## config.mk

```make
export PLATFORM = sky130hd
export DESIGN_NAME = mips_multicycle_ctrl
export DESIGN_NICKNAME = d
export VERILOG_FILES = /design/src/rtl/mips_ctrl_pkg.sv /design/src/rtl/alu_funct_decode.sv /design/src/rtl/mips_multicycle_ctrl.sv
export SDC_FILE = /design/constraint.sdc
export NUM_CORES = 1
export LEC_CHECK = 0
export CORE_ASPECT_RATIO = 1.1
export CORE_MARGIN = 2
export CORE_UTILIZATION = 33
export DETAILED_ROUTE_END_ITERATION = 12
export GPL_TIMING_DRIVEN = 0
export PLACE_DENSITY = 0.84
export SLEW_MARGIN = 10
export SYNTH_ARGS = -nofsm -noshare
export SYNTH_HDL_FRONTEND = slang
export SYNTH_SLANG_ARGS = --single-unit
```

## constraint.sdc

```tcl
create_clock -name clk -period 4.6 [get_ports clk]
set_input_delay 1.38 -clock clk [delete_from_list [all_inputs] [get_ports clk]]
set_output_delay 1.38 -clock clk [all_outputs]
set_load 0.05 [all_outputs]
```

## src/rtl/mips_ctrl_pkg.sv

```systemverilog
// Shared constants for the multi-cycle MIPS controller: state encoding, opcode/funct
// values, ALU operation codes and datapath mux-select encodings.
package mips_ctrl_pkg;

    typedef enum logic [3:0] {
        S_RST,
        S_FETCH,
        S_DECODE,
        S_MEM_ADDR,
        S_MEM_READ,
        S_MEM_WB,
        S_MEM_WRITE,
        S_R_EXEC,
        S_R_WB,
        S_BRANCH,
        S_JUMP,
        S_ADDI_EXEC,
        S_ADDI_WB
    } state_e;

    localparam logic [5:0] OP_RTYPE = 6'b000000;
    localparam logic [5:0] OP_LW    = 6'b100011;
    localparam logic [5:0] OP_SW    = 6'b101011;
    localparam logic [5:0] OP_BEQ   = 6'b000100;
    localparam logic [5:0] OP_J     = 6'b000010;
    localparam logic [5:0] OP_ADDI  = 6'b001000;

    localparam logic [5:0] FN_ADD = 6'b100000;
    localparam logic [5:0] FN_SUB = 6'b100010;
    localparam logic [5:0] FN_AND = 6'b100100;
    localparam logic [5:0] FN_OR  = 6'b100101;
    localparam logic [5:0] FN_NOR = 6'b100111;

    localparam logic [3:0] ALU_AND = 4'b0000;
    localparam logic [3:0] ALU_OR  = 4'b0001;
    localparam logic [3:0] ALU_ADD = 4'b0010;
    localparam logic [3:0] ALU_SUB = 4'b0110;
    localparam logic [3:0] ALU_NOR = 4'b1100;

    localparam logic       IORD_PC     = 1'b0;
    localparam logic       IORD_ALUOUT = 1'b1;
    localparam logic       SRCA_PC     = 1'b0;
    localparam logic       SRCA_RS     = 1'b1;
    localparam logic [1:0] SRCB_RT      = 2'b00;
    localparam logic [1:0] SRCB_FOUR    = 2'b01;
    localparam logic [1:0] SRCB_IMM     = 2'b10;
    localparam logic [1:0] SRCB_IMM_SH2 = 2'b11;
    localparam logic [1:0] PCSRC_ALU    = 2'b00;
    localparam logic [1:0] PCSRC_ALUOUT = 2'b01;
    localparam logic [1:0] PCSRC_JUMP   = 2'b10;

endpackage

```

## src/rtl/alu_funct_decode.sv

```systemverilog
// Combinational R-type funct decode into the 4-bit ALU operation code, with a
// valid flag that is low for any funct outside the supported set.
module alu_funct_decode
    import mips_ctrl_pkg::*;
(
    input  logic [5:0] funct,
    output logic [3:0] alu_ctl,
    output logic       valid
);

    always_comb begin
        alu_ctl = ALU_ADD;
        valid   = 1'b1;
        case (funct)
            FN_ADD:  alu_ctl = ALU_ADD;
            FN_SUB:  alu_ctl = ALU_SUB;
            FN_AND:  alu_ctl = ALU_AND;
            FN_OR:   alu_ctl = ALU_OR;
            FN_NOR:  alu_ctl = ALU_NOR;
            default: valid   = 1'b0;
        endcase
    end

endmodule

```

## src/rtl/mips_multicycle_ctrl.sv

```systemverilog
// Multi-cycle MIPS main controller: sequences fetch/decode/execute/memory/write-back
// and drives every datapath select and enable, Moore-decoded from the state.
module mips_multicycle_ctrl
    import mips_ctrl_pkg::*;
(
    input  logic        clk,
    input  logic        rst_n,
    input  logic [31:0] instr,
    input  logic        zero,
    input  logic        mem_ready,
    output logic        pc_write,
    output logic        i_or_d,
    output logic        mem_read,
    output logic        mem_write,
    output logic        ir_write,
    output logic        reg_dst,
    output logic        mem_to_reg,
    output logic        reg_write,
    output logic        alu_src_a,
    output logic [1:0]  alu_src_b,
    output logic [1:0]  pc_source,
    output logic [3:0]  alu_ctl,
    output logic        illegal_op
);

    state_e     state_q, state_d;
    logic [5:0] opcode;
    logic [5:0] funct;
    logic [3:0] funct_alu;
    logic       funct_valid;
    logic       instr_unused;

    assign opcode       = instr[31:26];
    assign funct        = instr[5:0];
    assign instr_unused = ^instr[25:6];

    alu_funct_decode u_funct_dec (
        .funct   (funct),
        .alu_ctl (funct_alu),
        .valid   (funct_valid)
    );

    // Async reset drops straight into RST, so an in-flight write strobe dies at once.
    always_ff @(posedge clk or negedge rst_n) begin
        if (!rst_n) state_q <= S_RST;
        else        state_q <= state_d;
    end

    always_comb begin
        state_d    = state_q;
        pc_write   = 1'b0;
        i_or_d     = IORD_PC;
        mem_read   = 1'b0;
        mem_write  = 1'b0;
        ir_write   = 1'b0;
        reg_dst    = 1'b0;
        mem_to_reg = 1'b0;
        reg_write  = 1'b0;
        alu_src_a  = SRCA_PC;
        alu_src_b  = SRCB_RT;
        pc_source  = PCSRC_ALU;
        alu_ctl    = ALU_AND;
        illegal_op = 1'b0;
        case (state_q)
            S_RST: state_d = S_FETCH;
            S_FETCH: begin
                mem_read  = 1'b1;
                alu_src_b = SRCB_FOUR;
                alu_ctl   = ALU_ADD;
                // IR load and PC+4 commit only once the instruction word has arrived.
                ir_write  = mem_ready;
                pc_write  = mem_ready;
                if (mem_ready) state_d = S_DECODE;
            end
            S_DECODE: begin
                alu_src_b = SRCB_IMM_SH2;
                alu_ctl   = ALU_ADD;
                case (opcode)
                    OP_LW, OP_SW: state_d = S_MEM_ADDR;
                    OP_BEQ:       state_d = S_BRANCH;
                    OP_J:         state_d = S_JUMP;
                    OP_ADDI:      state_d = S_ADDI_EXEC;
                    OP_RTYPE: begin
                        if (funct_valid) begin
                            state_d = S_R_EXEC;
                        end else begin
                            illegal_op = 1'b1;
                            state_d    = S_FETCH;
                        end
                    end
                    default: begin
                        illegal_op = 1'b1;
                        state_d    = S_FETCH;
                    end
                endcase
            end
            S_MEM_ADDR: begin
                alu_src_a = SRCA_RS;
                alu_src_b = SRCB_IMM;
                alu_ctl   = ALU_ADD;
                state_d   = (opcode == OP_LW) ? S_MEM_READ : S_MEM_WRITE;
            end
            S_MEM_READ: begin
                mem_read = 1'b1;
                i_or_d   = IORD_ALUOUT;
                if (mem_ready) state_d = S_MEM_WB;
            end
            S_MEM_WB: begin
                reg_write  = 1'b1;
                mem_to_reg = 1'b1;
                state_d    = S_FETCH;
            end
            S_MEM_WRITE: begin
                mem_write = 1'b1;
                i_or_d    = IORD_ALUOUT;
                if (mem_ready) state_d = S_FETCH;
            end
            S_R_EXEC: begin
                alu_src_a = SRCA_RS;
                alu_ctl   = funct_alu;
                state_d   = S_R_WB;
            end
            S_R_WB: begin
                reg_write = 1'b1;
                reg_dst   = 1'b1;
                state_d   = S_FETCH;
            end
            S_BRANCH: begin
                alu_src_a = SRCA_RS;
                alu_ctl   = ALU_SUB;
                pc_source = PCSRC_ALUOUT;
                pc_write  = zero;
                state_d   = S_FETCH;
            end
            S_JUMP: begin
                pc_source = PCSRC_JUMP;
                pc_write  = 1'b1;
                state_d   = S_FETCH;
            end
            S_ADDI_EXEC: begin
                alu_src_a = SRCA_RS;
                alu_src_b = SRCB_IMM;
                alu_ctl   = ALU_ADD;
                state_d   = S_ADDI_WB;
            end
            S_ADDI_WB: begin
                reg_write = 1'b1;
                state_d   = S_FETCH;
            end
            default: state_d = S_RST;
        endcase
    end

endmodule

```

After elaboration in Yosys (flattened, before gate mapping)
Cells that the tools add are included. Widths: inputs -> output; s select.

Eq/ne operators: 25. Multiplexer cells: 24. Reduce and logical (&&, ||, !) cells: 13.

Operators by type and width (count): $eq 6x6->1 const B (7); $pmux 4 s8 (1); $eq 4x4->1 const B (5); $pmux 4 s5 (1); $eq 4x3->1 const B (4); $pmux 4 s4 (1); $mux 4 (3); $pmux 4 s3 (1); $mux 1 (11); $reduce_or 5->1 (2); $eq 4x2->1 const B (2); $reduce_or 2->1 (4); $reduce_or 4->1 (2); $eq 6x2->1 const B (1); $eq 6x3->1 const B (1); $eq 6x4->1 const B (1); $logic_not 6->1 (1); $ne 2x2->1 const B (3); $pmux 2 s3 (1); $reduce_or 6->1 (1); $eq 4x1->1 const B (1); $logic_not 4->1 (1); $pmux 2 s2 (1); $mux 3 (1); other kinds (5) (5).

Bits in registers: 4. Input bits: 36.

Longest topological paths before layout
Word-level depth: 6. Gate-level depth with buffers: 5. Mapped depth without buffers: 4.

Hierarchy
Synthesis repeated with hierarchy kept, for this count alone.

Cell total of the unflattened synthesis: 102. Area, all modules: 673.1 sq um.

By module, submodules not included: mips_multicycle_ctrl (instances 1, cells each 91, area an instance 595.6 sq um); alu_funct_decode (instances 1, cells each 11, area an instance 77.6 sq um).

Worst setup path after synthesis
OpenSTA, ideal clock, no wires.

Kind: input port to output port. From: in instr[26]. To: out illegal_op. Arrival: 3.466 ns. Data required time: 3.220 ns. Path slack: -0.246 ns. Stages: 4. Path buffers: 0. Cell sequence: or3_4 or4_4 nand2b_1 a21boi_0.

Cells in the longest elaborated chain, start to end: 4. Elaborated cells between the ends (all ways): 9. Those cells by class: 5 x eq/ne; 2 x mux; 2 x reduce/logical.

Ends and longest elaborated chain: start: declaration (line mips_multicycle_ctrl.sv:8) `input logic [31:0] instr,`; $eq 6x6->1 (tied with other cells) (line mips_multicycle_ctrl.sv:78) `case (opcode)`; $reduce_or 5->1 (no line); $pmux 1 s2 * (line mips_multicycle_ctrl.sv:78); $mux 1 * (line mips_multicycle_ctrl.sv:64) `case (state_q)`; end: declaration (line mips_multicycle_ctrl.sv:23) `output logic illegal_op`.

Mark *: on every way between the ends. The rest lies on a longest branch, timed or not.

Worst setup path in the final report
From: in instr[30]. To: out illegal_op.

The elaborated chain is that of the path after synthesis.

==> impl_metrics.csv <==
group,metric,value,unit
power_and_ir_drop,p_leak,0.375,nW
floorplan,io_pins,54,
clocking,cts_inserted_buffers,3,
clocking,h-tree-depth,1,
worst_hold_path,worstHoldStart,"state_q[3]$_DFFE_PN0P_",
timing,tightest_slew,508,ps
floorplan,die_w,45.2,um
synthesis,async_flop_share,1.00,
layout,stdcell_count,146,
place,hpwl,1500,um
synthesis,synth_seq_cells,4,
detailed_routing,via_count,800,
synthesis,syn_nets,130,
place,portBuffers,31,
worst_setup_path,endpoint_kind,"output pin",
synthesis,synth_top_cells_by_area,"dfrtp_1, nand2_1, nor2_1",
synthesis,synth.area.mux_share,0.0163,
layout,largest_register,"state_q",
global_route,grt_max_degree,11,
clocking,cts_resized,12,
run,cap_violations,0,
synthesis,avgSynthCellArea,6.55,sq um
synthesis,ys.warnings.count,0,
worst_hold_path,hold_path_end,"state_q[2]$_DFFE_PN0P_",
place,placed_cells,143,
detailed_routing,avgViaCountPerCell,5.48,
timing,fin_skew,0.575,ps
synthesis,ys.flop_type,"dfrtp_1",
worst_setup_path,worstPathArrival,3160,ps
synthesis,synth_top_family_by_area,"simple AND/OR/NAND/NOR gates",
synthesis,yosys.area_share.simple,0.455,
layout,reg_top3,"state_q x4",
detailed_routing,postRouteAntennaNets,0,
place,routabilityCongestion,0.849,
worst_setup_path,r2r-end,"state_q[0]$_DFFE_PN0P_",
worst_setup_path,ff2ff_setup_slack,3050,ps
global_route,grt_pass1_wl,3270,um
clocking,clockRootBuffer,"clkbuf_4",
clocking,cts-hold-fix-buffers,0,
clocking,cts_tree,"done",
timing,final.min_clock_period,4540,ps
timing,finalSetupViolCount,0,
synthesis,synth_cell_types,36,
timing,rsz0062_at_grt,"no",
synthesis,synth-adder-area-share,0,
clocking,post_cts_buffers,0,
clocking,path_clk_slew,40,ps
synthesis,synth-xor-area-share,0.0569,
global_route,grt_usage,0.187,
synthesis,synth-compound-area-share,0.248,
floorplan,die_area,2230,sq um
detailed_routing,first_pass_iters,4,
clocking,clkSinkCount,4,
power_and_ir_drop,powerDensity,641,nW/um^2
worst_setup_path,cp_max_fo,3,
worst_hold_path,hold_path_class,"flip-flop to flip-flop",
clocking,clockBufferDepth,2,
detailed_routing,routed_wl,1920,um
layout,final_area,965,sq um
worst_setup_path,worst-r2r-cell-count,5,
timing,tns,0,ps
floorplan,core,1760,sq um
timing,hold_violations,0,
global_route,grt_pass1_vias,764,
worst_setup_path,start_kind,"input port",
worst_setup_path,cp.required,3220,ps
floorplan,die_h,49.3,um
timing,timing.fmax,0.220,GHz
floorplan,start_util,0.349,
detailed_routing,drt_iter0_drc,20,
synthesis,synth_edf_count,0,
layout,largest_register_ffs,4,
place,placed_area,955,sq um
power_and_ir_drop,power,618,uW
layout,antenna_cells,0,
clocking,insertion_delay,240,ps
timing,period_share,0.988,
global_route,antenna_found_initial,0,
timing,whs,648,ps
synthesis,synthCells,94,
synthesis,yosysTopAreaCell,"dfrtp_1",
worst_hold_path,hold_path_depth,2,
layout,multi_input_area,484,sq um
layout,layout.area.seq,100,sq um
worst_setup_path,critical_path_class,"input port to output pin",
layout,nFillCells,180,
layout,drive_gt1_frac,0.102,
floorplan,rows,16,
synthesis,netlist_top_cells_count,"nand2_1, nor2_1, a21oi_1",
synthesis,yosysTopAreaCellShare,0.163,
synthesis,synth_seq_area_share,0.163,
timing,relSlewSlack,0.660,
timing,drv_slew,0,
layout,fin_nets,166,
power_and_ir_drop,peakVddDrop,0.327,mV
global_route,grt_overflow,0,
worst_setup_path,rr_startpoint,"state_q[2]$_DFFE_PN0P_",
detailed_routing,wl_per_cell,13.2,um
outcome,outcome,"finished clean",
synthesis,netlist_area,616,sq um
layout,area_growth,56.7,%
detailed_routing,drcViolationCount,0,
layout make-up:
type | count | area share
inverter | 4 | 0.0156
tap | 18 | 0.0233
sequential | 4 | 0.104
timing repair buffer | 31 | 0.309
buffer | 6 | 0.0233
multi-input combinational | 80 | 0.502
clock buffer | 3 | 0.0233
metrics by stage:
stage	worst slack, ps	util
5_1_grt	1.47	0.548
3_5_place_dp	-623	0.542
6_report	55.4	0.548
4_1_cts	62.8	0.549
3_3_place_gp	-612	0.542
2_1_floorplan	123	-
logic make-up (layout without fill, tap and decap cells):
kind of cell           Yosys count  count (layout)
AO/OA/AOI/OAI                   23              23
XOR/XNOR                         4               4
buffers and inverters           10              44
flip-flops                       4               4
multiplexers                     1               1
AND/OR/NAND/NOR                 52              52
power breakdown:
group	switching, mW	internal (mW)	leakage (nW)	total, mW
combinational	0.344	0.165	0.311	0.509
sequential	0.0161	0.0500	0.0505	0.0661
clock	0.0143	0.0292	0.0138	0.0435
worst max-delay path: stages:
cell and delay, ps:
clkdlybuf4s50_1 450, or3_4 360, or4_4 430, nand2b_1 150, a21boi_1 170, buf_4 220
routing by layer:
layer / vias up / part of all wire / track usage / wire length [um]
met1: 364 / 0.48 / 0.266 / 922
li1: 411 / - / - / -
met4: 0 / 0.0052 / 0.0490 / 10
met3: 2 / 0.041 / 0.0259 / 78
met5: - / 0 / 0 / 0
met2: 23 / 0.47 / 0.288 / 908
cell usage in the layout (no fill, tap or decap), drive strengths merged, types with 2 or more instances in the layout:
| cell | netlist | layout |
|---|---|---|
| or4 | 2 | 2 |
| xor2 | 2 | 2 |
| nand3 | 2 | 2 |
| nor2 | 13 | 13 |
| inv | 4 | 4 |
| nand2b | 5 | 5 |
| dlygate4sd2 | 0 | 4 |
| o32ai | 2 | 2 |
| o211ai | 2 | 2 |
| nand2 | 13 | 13 |
| o21ai | 4 | 4 |
| or3 | 3 | 3 |
| a31o | 2 | 2 |
| clkbuf | 5 | 9 |
| buf | 1 | 2 |
| a21boi | 2 | 2 |
| a21oi | 7 | 7 |
| clkdlybuf4s50 | 0 | 24 |
| and4 | 2 | 2 |
| nor3 | 4 | 4 |
| xnor2 | 2 | 2 |
| and3 | 2 | 2 |
| dfrtp | 4 | 4 |
how the worst max path moves through the flow:
stage               slack, ps  cells after the start         end       from
finish                     60                      6  illegal_op  instr[30]
floorplan                 120                      4  illegal_op  instr[26]
global route                1                      6  illegal_op  instr[30]
detailed placement       -620                      6  illegal_op  instr[26]
global placement         -610                      6  illegal_op  instr[26]
CTS                        60                      6  illegal_op  instr[30]
(Power assumes the default switching activity.)
